**src/rtl/maze_pkg.sv**
```systemverilog
// Shared types for the maze job scheduler: FSM states, maze size, direction codes.
// Latency: n/a (types and constants only).
// Backpressure: n/a.
package maze_pkg;

    // 17x17 map streamed row-major, one bit per beat
    localparam int MAZE_BITS_DEF = 289;

    typedef enum logic [2:0] {
        S_IDLE  = 3'd0,
        S_LOAD  = 3'd1,
        S_FEED  = 3'd2,
        S_WAIT  = 3'd3,
        S_DRAIN = 3'd4,
        S_GAP   = 3'd5
    } state_t;

    // solver direction code, forwarded to the requester untouched
    typedef logic [1:0] dir_t;

    localparam dir_t DIR_UP    = 2'd0;
    localparam dir_t DIR_RIGHT = 2'd1;
    localparam dir_t DIR_DOWN  = 2'd2;
    localparam dir_t DIR_LEFT  = 2'd3;

endpackage

```
**src/rtl/maze_job_scheduler_rr_arbiter.sv**
```systemverilog
// Round-robin pick: first asserted request at or after the rr pointer, wrapping.
// Latency: purely combinational; the caller registers the result.
// Backpressure: none; en=0 forces an empty grant.
module rr_arbiter #(
    parameter int NUM_REQ = 4
) (
    input  logic [NUM_REQ-1:0]         req,
    input  logic [$clog2(NUM_REQ)-1:0] rr,
    input  logic                       en,
    output logic [NUM_REQ-1:0]         gnt_next,
    output logic [$clog2(NUM_REQ)-1:0] winner
);

    localparam int ID_W = $clog2(NUM_REQ);

    // scan requesters starting at the pointer, first hit wins
    always_comb begin
        logic            found;
        logic [ID_W-1:0] idx;
        gnt_next = '0;
        winner   = '0;
        found    = 1'b0;
        idx      = '0;
        for (int i = 0; i < NUM_REQ; i++) begin
            idx = ID_W'((int'(rr) + i) % NUM_REQ);
            if (en && !found && req[idx]) begin
                found         = 1'b1;
                gnt_next[idx] = 1'b1;
                winner        = idx;
            end
        end
    end

endmodule

```
**src/rtl/maze_job_scheduler.sv**
```systemverilog
// Shares one serial maze solver among NUM_REQ requesters: buffer a maze, replay it, tag results.
// Latency: feed starts 1 cycle after the last maze bit; each result beat trails its solver beat via a 1-deep hold.
// Backpressure: none on the solver side; requesters are held off by gnt until the job and its idle gap finish.
module maze_job_scheduler
    import maze_pkg::*;
#(
    parameter int NUM_REQ   = 4,
    parameter int MAZE_BITS = MAZE_BITS_DEF,
    parameter int TIMEOUT   = 4096
) (
    input  logic                       clk,
    input  logic                       rst,
    input  logic [NUM_REQ-1:0]         req,
    output logic [NUM_REQ-1:0]         gnt,
    input  logic [NUM_REQ-1:0]         src_valid,
    input  logic [NUM_REQ-1:0]         src_bit,
    output logic                       slv_in_valid,
    output logic                       slv_in,
    input  logic                       slv_out_valid,
    input  logic [1:0]                 slv_out,
    output logic                       res_valid,
    output logic [1:0]                 res_dir,
    output logic                       res_last,
    output logic                       res_err,
    output logic [$clog2(NUM_REQ)-1:0] res_id,
    output logic                       busy
);

    localparam int ID_W = $clog2(NUM_REQ);
    localparam int BC_W = $clog2(MAZE_BITS);
    localparam int TO_W = $clog2(TIMEOUT);
    localparam logic [BC_W-1:0] BIT_LAST = BC_W'(MAZE_BITS - 1);
    localparam logic [TO_W-1:0] TO_LAST  = TO_W'(TIMEOUT - 1);
    localparam logic [ID_W-1:0] ID_LAST  = ID_W'(NUM_REQ - 1);

    state_t                state, state_d;
    logic [MAZE_BITS-1:0]  maze_buf;
    logic [MAZE_BITS-1:0]  buf_ld;
    logic [BC_W-1:0]       bit_cnt;
    logic [TO_W-1:0]       to_cnt;
    logic [ID_W-1:0]       rr;
    dir_t                  hold;
    logic [NUM_REQ-1:0]    arb_gnt;
    logic [ID_W-1:0]       arb_win;
    logic                  lane_vld;
    logic                  lane_bit;
    logic                  load_done;
    logic                  feed_done;
    logic                  timeout;

    rr_arbiter #(.NUM_REQ(NUM_REQ)) u_arb (
        .req      (req),
        .rr       (rr),
        .en       (state == S_IDLE),
        .gnt_next (arb_gnt),
        .winner   (arb_win)
    );

    // only the granted lane is looked at; gnt is one-hot or zero
    assign lane_vld  = |(src_valid & gnt);
    assign lane_bit  = |(src_bit & gnt);
    // bits enter at the MSB so the first-received bit ends up at index 0
    assign buf_ld    = {lane_bit, maze_buf[MAZE_BITS-1:1]};
    assign load_done = lane_vld && (bit_cnt == BIT_LAST);
    assign feed_done = (bit_cnt == BIT_LAST);
    assign timeout   = (to_cnt == TO_LAST);

    // next-state decode
    always_comb begin
        state_d = state;
        case (state)
            S_IDLE:  if (|arb_gnt)          state_d = S_LOAD;
            S_LOAD:  if (load_done)         state_d = S_FEED;
            S_FEED:  if (feed_done)         state_d = S_WAIT;
            S_WAIT:  if (slv_out_valid)     state_d = S_DRAIN;
                     else if (timeout)      state_d = S_GAP;
            S_DRAIN: if (!slv_out_valid)    state_d = S_GAP;
            S_GAP:                          state_d = S_IDLE;
            default:                        state_d = S_IDLE;
        endcase
    end

    // state register
    always_ff @(posedge clk or posedge rst) begin
        if (rst) state <= S_IDLE;
        else     state <= state_d;
    end

    // maze buffer: shifts in during LOAD, shifts out during FEED; contents need no reset
    always_ff @(posedge clk) begin
        if (state == S_LOAD && lane_vld)
            maze_buf <= load_done ? {1'b0, buf_ld[MAZE_BITS-1:1]} : buf_ld;
        else if (state == S_FEED && !feed_done)
            maze_buf <= {1'b0, maze_buf[MAZE_BITS-1:1]};
    end

    // registered outputs, counters, rr pointer and result hold register
    always_ff @(posedge clk or posedge rst) begin
        if (rst) begin
            gnt          <= '0;
            res_id       <= '0;
            rr           <= '0;
            busy         <= 1'b0;
            slv_in_valid <= 1'b0;
            slv_in       <= 1'b0;
            res_valid    <= 1'b0;
            res_dir      <= '0;
            res_last     <= 1'b0;
            res_err      <= 1'b0;
            bit_cnt      <= '0;
            to_cnt       <= '0;
            hold         <= '0;
        end else begin
            busy      <= (state_d != S_IDLE);
            res_valid <= 1'b0;
            res_dir   <= '0;
            res_last  <= 1'b0;
            res_err   <= 1'b0;
            case (state)
                S_IDLE: begin
                    if (|arb_gnt) begin
                        gnt     <= arb_gnt;
                        res_id  <= arb_win;
                        rr      <= (arb_win == ID_LAST) ? '0 : arb_win + ID_W'(1);
                        bit_cnt <= '0;
                    end
                end
                S_LOAD: begin
                    if (load_done) begin
                        bit_cnt      <= '0;
                        slv_in_valid <= 1'b1;
                        slv_in       <= buf_ld[0];
                    end else if (lane_vld) begin
                        bit_cnt <= bit_cnt + BC_W'(1);
                    end
                end
                S_FEED: begin
                    if (feed_done) begin
                        slv_in_valid <= 1'b0;
                        slv_in       <= 1'b0;
                        to_cnt       <= '0;
                    end else begin
                        slv_in  <= maze_buf[0];
                        bit_cnt <= bit_cnt + BC_W'(1);
                    end
                end
                S_WAIT: begin
                    if (!timeout) to_cnt <= to_cnt + TO_W'(1);
                    if (slv_out_valid) begin
                        hold <= slv_out;
                    end else if (timeout) begin
                        res_valid <= 1'b1;
                        res_last  <= 1'b1;
                        res_err   <= 1'b1;
                    end
                end
                S_DRAIN: begin
                    // a beat is last when the solver has nothing behind it
                    res_valid <= 1'b1;
                    res_dir   <= hold;
                    res_last  <= !slv_out_valid;
                    if (slv_out_valid) hold <= slv_out;
                end
                S_GAP: begin
                    gnt    <= '0;
                    res_id <= '0;
                end
                default: ;
            endcase
        end
    end

endmodule

```
**config.mk**
```make
export PLATFORM = sky130hd
export DESIGN_NAME = maze_job_scheduler
export DESIGN_NICKNAME = d
export VERILOG_FILES = /design/src/rtl/maze_pkg.sv /design/src/rtl/maze_job_scheduler_rr_arbiter.sv /design/src/rtl/maze_job_scheduler.sv
export SDC_FILE = /design/constraint.sdc
export NUM_CORES = 1
export LEC_CHECK = 0
export BUFFER_PORTS_ARGS = -buffer_cell sky130_fd_sc_hd__buf_2
export CAP_MARGIN = 15
export CORE_MARGIN = 1
export CORE_UTILIZATION = 55
export CTS_BUF_LIST = sky130_fd_sc_hd__clkbuf_4 sky130_fd_sc_hd__clkbuf_8 sky130_fd_sc_hd__clkbuf_16
export DETAILED_ROUTE_END_ITERATION = 8
export PLACE_DENSITY = 0.74
export RECOVER_POWER = 25
export SLEW_MARGIN = 20
export SYNTH_ARGS = -nofsm -noshare
export SYNTH_HDL_FRONTEND = slang
export SYNTH_HIERARCHICAL = 1
export SYNTH_SLANG_ARGS = --single-unit
export TNS_END_PERCENT = 5
```
**constraint.sdc**
```tcl
create_clock -name clk -period 23.3 [get_ports clk]
set_clock_uncertainty 0.1 [all_clocks]
set_input_delay 2.33 -clock clk [delete_from_list [all_inputs] [get_ports clk]]
set_output_delay 2.33 -clock clk [all_outputs]
set_load 0.05 [all_outputs]
```
Word level (Yosys, flattened, before mapping)
Index checks and enable logic that the tools add are counted.
Cells by class
  reduce and logical (&&, ||, !) cells: 37
  add/subtract/negate cells: 6
  multiplexer cells: 62
  bitwise operators: 5
  order comparisons: 8
  equality and inequality tests: 14
Operators with widths (count)
  $mux 289: 3
  $mux 9: 4
  $pmux 9 s3: 1
  $mux 12: 2
  $pmux 12 s2: 1
  $mux 4: 5
  $mux 1: 18
  $mux 3: 6
  $pmux 3 s5: 1
  $logic_and 1x1->1: 14
  $mux 2: 7
  $add 12x1->12 const B: 1
  $eq 12x12->1 const B: 1
  $lt 2x3->1 const B: 4
  $or 4x4->4: 3
  $reduce_or 4->1: 3
  $ne 2x2->1 const B: 5
  $add 9x1->9 const B: 1
  $eq 9x9->1 const B: 1
  $and 4x4->4: 2
  $bmux 1 s2: 4
  $demux 1 s2: 4
  $ge 2x1->1 const B: 4
  $pmux 1 s2: 4
  17 further kinds: 33
Storage, ports and cells
  bits in registers: 331
  output and inout port bits: 14

Longest topological paths before layout
  depth in word-level cells: 20
  gate-level depth with buffers: 13
  depth with buffers taken out: 12

Modules after synthesis
Netlist, hierarchy kept.
By module, submodules not included
  maze_job_scheduler: times used 1, seq. area each 9729.3 um2, cells an instance 827, area each 15398.5 um2
  rr_arbiter: times used 1, seq. area each 0.0 um2, cells an instance 73, area each 570.5 um2

Worst setup path after synthesis
Ideal clock, no wire load.
  path type: register to register
  start point: register bit_cnt[0]
  end point: register maze_buf[0], enable pin
  data arrival time: 21125 ps
  library setup time: 1339 ps
  period minus slack after synthesis: 22564 ps
  cell stages (with the launch flop): 6
  path buffers: 0
  required time: 21861 ps
  slack: 736 ps
  cells stage by stage: dfrtp_1 > inv_1 > ha_1 > and4bb_2 > and2_2 > o21ai_0
On the way
  cells in the longest elaborated chain, start to end: 4
RTL lines
  start: declaration: line maze_job_scheduler.sv:39  | logic [BC_W-1:0] bit_cnt;
  start signal: assignment: line maze_job_scheduler.sv:134  | bit_cnt <= bit_cnt + BC_W'(1);
  start signal: assignment: line maze_job_scheduler.sv:144  | bit_cnt <= bit_cnt + BC_W'(1);
  $eq 9x9->1: line maze_job_scheduler.sv:65  | assign feed_done = (bit_cnt == BIT_LAST);
  $logic_not 1->1: line maze_job_scheduler.sv:93  | else if (state == S_FEED && !feed_done)
  $logic_and 1x1->1: line maze_job_scheduler.sv:93
  $reduce_bool 2->1 (no line)
  end signal: assignment: line maze_job_scheduler.sv:92  | maze_buf <= load_done ? {1'b0, buf_ld[MAZE_BITS-1:1]} : buf_ld;
  end signal: assignment: line maze_job_scheduler.sv:94  | maze_buf <= {1'b0, maze_buf[MAZE_BITS-1:1]};
  end: declaration: line maze_job_scheduler.sv:37  | logic [MAZE_BITS-1:0] maze_buf;
Every way passes these cells.
A chain may end at the register's enable or synchronous reset.

Final worst setup path
  start point: input port src_valid[2]
  end point: register maze_buf[205], enable pin
On the way
  cells in the longest elaborated chain, start to end: 4
RTL lines
  start: declaration: line maze_job_scheduler.sv:15  | input logic [NUM_REQ-1:0] src_valid,
  $and 4x4->4: line maze_job_scheduler.sv:60  | assign lane_vld = |(src_valid & gnt);
  $reduce_or 4->1: line maze_job_scheduler.sv:60
  $logic_and 1x1->1: line maze_job_scheduler.sv:91  | if (state == S_LOAD && lane_vld)
  $reduce_bool 2->1 (no line)
Every way passes these cells.

==> metrics.txt <==
worst-skew pair later-pin latency=around 0.51 ns; Clk pwr share=0.310; period utilization=0.530; placed cells=1,279; most used flip-flop cell after synthesis=edfxtp_1; required time worst endpoint=23.31 ns; cts repair resizes=0; Mean Syn Cell Area=17.7 um2; top cell type's share of synthesized area=0.543; GP Congestion=0.820; post-synthesis register bit count=331; post-synthesis sequential area ratio=0.609; Final Critical Period=12.35 ns; Yosys cell types=59; most frequent cell after synthesis=edfxtp_1; CTS Sinks=331; All-Layer GR Usage=0.157; Via Count=7,511; CTS tree=built; type of the tightest min-delay check=flop to flop; initial antenna violation count=0; Clk pin slew, worst setup/hold paths=0.06 ns; endpoints failing setup=0; final hold slack=0.401 ns; Int Power=1.27 mW; Detail Route Antenna Nets=0; PD cells=between 90 and 100 nW/um2; deepest clock path buffer count=3; Synth top cells by count=289 x edfxtp_1, 264 x mux2_4, 42 x dfrtp_1; synthesis-to-layout area growth=8.36%; Pwr Total=1.73 mW; Vias/cell=5.63; Switch Pwr=460 uW; Setup CP Type=primary input to flop; Slew @ Worst Pin=10.95 ns; synthesized cell area=16,000 um2; Peak VDD IR=107 uV; WL/cell=16.9 um; cell taking the most area after synthesis=edfxtp_1; first-pass GRT wire length=38,200 um; setup tns final=0 ns; die span in y=172 um; Rows=62; relative slew slack=-6.30; fmax=between 0.08 and 0.09 GHz; die area=just under 30,000 um2; I/O pin cnt=31; syn nets=about 930; DIE WIDTH=172 um; RSZ-0062 raised after global routing=false; DR pass1 iterations=8; startpoint class of the critical path=primary input; Comb pwr share=0.172; number of global-route vias before repair=approximately 7,400; Hold Fails Final Rpt=0; P_leak=6.17 nW; Clock Tree Root=clkbuf_16; Post-synth ARST share=0.127; DR DRC count=0; n_diodes=0; Final nets=961; largest net degree at the start of global routing=212; CTS buffer count=36; Max Slew Vio Count=360; layout cells sized above 1=0.397; EDFF count, synth=289; Finished Layout Cells=1,335; final wirelength=22,500 um; WP data arrival=12.36 ns; Switching Fraction=0.266; CTS H-tree depth=2; Starting Density=0.558; Buffers on Ports=30; sequential share of power=0.518; violated checks=max-capacitance violations, max-slew violations; GRT overflow=0; Iter 0 DRT Violations=647; synth warn=6; status=complete, but fails checks; Setup Fix Bufs, Post-CTS=0; Synth area leaders=edfxtp_1 54%, mux2_4 25%, dfrtp_1 6.6%; crit path capture type=flop; dpl hpwl=12,300 um; core area=between 20,000 and 30,000 um2; cells after synthesis=900; max cap viols=3; CP Max Fanout=around 210; CTS Hold Bufs=0
==> critical path: stages <==
cell and delay (ns):
buf_2 0.08, a22o_1 0.18, o21ai_0 0.20, o21ai_4 0.10, clkbuf_1 7.51, buf_4 1.61
==> stage by stage <==
step / util / worst slack (ns) / instance area [um2]
2_1_floorplan: - / 0.736 / 16000
3_3_place_gp: 0.568 / 17.23 / 16300
3_5_place_dp: 0.568 / 17.17 / 16300
4_1_cts: 0.606 / 17.68 / 17400
5_1_grt: 0.605 / 10.02 / 17300
6_report: 0.605 / 10.95 / 17300
==> layout make-up <==
class	instances	area, um2
clock inverter	10	98.8
clock buffer	46	993
fill	2091	11300
multi-input combinational	517	5790
sequential	331	9730
tap	384	480
inverter	10	37.5
timing repair buffer	37	176
==> state kept, by name, summed over array words and instances, names as in the netlist, 3 cells and up <==
name / cells
state: 3
gnt: 4
to_cnt: 12
maze_buf: 289
bit_cnt: 9
==> metal layers <==
layer	global-route usage	share of wire
met5	0	0
met3	0.0295	0.035
met2	0.227	0.45
met1	0.241	0.50
met4	0.0446	0.018
==> worst paths after layout <==
path                                startpoint                      end  slack [ns]  cells past startpoint
max reg2reg                 state[2]$_DFF_PP0_  maze_buf[205]$_DFFE_PP_       11.92                      5
min in group asynchronous                  rst    to_cnt[9]$_DFFE_PP0P_        2.55                      3
min                        hold[0]$_DFFE_PP0P_      hold[0]$_DFFE_PP0P_        0.40                      1
min reg2reg                hold[0]$_DFFE_PP0P_      hold[0]$_DFFE_PP0P_        0.40                      1
max in group asynchronous                  rst    to_cnt[1]$_DFFE_PP0P_       19.27                      3
max                               src_valid[2]  maze_buf[205]$_DFFE_PP_       10.95                      6
==> cells by family (layout without fill, tap and decap cells) <==
logic type                 count (synthesis)  after routing  share of synthesized area
muxes                                    296            296                      0.272
buffers and inverters                     52            103                     0.0288
DFF                                      331            331                      0.609
AOI/OAI and AO/OA                         87             87                     0.0387
adders and majority gates                 11             11                    0.00862
and+or+nand+nor                          117            117                     0.0394
xor gates and xnor gates                   6              6                    0.00329
==> power by group through the flow <==
| stage | Combinational [mW] | Clock (mW) | Sequential, mW |
|---|---|---|---|
| after floorplan | 0.222 | 0 | 1.09 |
| after global placement | 0.301 | 0 | 0.834 |
| after detailed placement | 0.307 | 0 | 0.834 |
| after CTS | 0.308 | 0.550 | 0.824 |
| after global routing | 0.328 | 0.569 | 0.911 |
| final | 0.297 | 0.535 | 0.895 |
==> placed cells by master, fill, tap and decap left out, types with 4 or more instances in the layout <==
| cell type | synthesis | layout |
|---|---|---|
| a21oi_1 | 11 | 11 |
| dfrtp_1 | 42 | 42 |
| nand2_1 | 35 | 36 |
| clkinv_2 | 0 | 4 |
| a22o_1 | 10 | 10 |
| clkbuf_16 | 0 | 37 |
| and3_1 | 8 | 8 |
| buf_4 | 1 | 5 |
| clkbuf_1 | 3 | 17 |
| nor4_1 | 4 | 4 |
| nor2b_1 | 10 | 10 |
| o21ai_0 | 26 | 25 |
| nor2_1 | 23 | 23 |
| xor2_1 | 5 | 5 |
| o211ai_1 | 4 | 4 |
| o21a_1 | 4 | 4 |
| a22oi_1 | 7 | 7 |
| mux2_4 | 264 | 264 |
| edfxtp_1 | 289 | 289 |
| mux2_2 | 27 | 27 |
| inv_1 | 10 | 10 |
| ha_1 | 11 | 11 |
| nand3_1 | 11 | 11 |
| clkbuf_4 | 0 | 9 |
| buf_2 | 4 | 15 |
| a221o_1 | 4 | 4 |
| nor3_1 | 6 | 6 |
No activity file was read; power rests on OpenSTA's default activity.
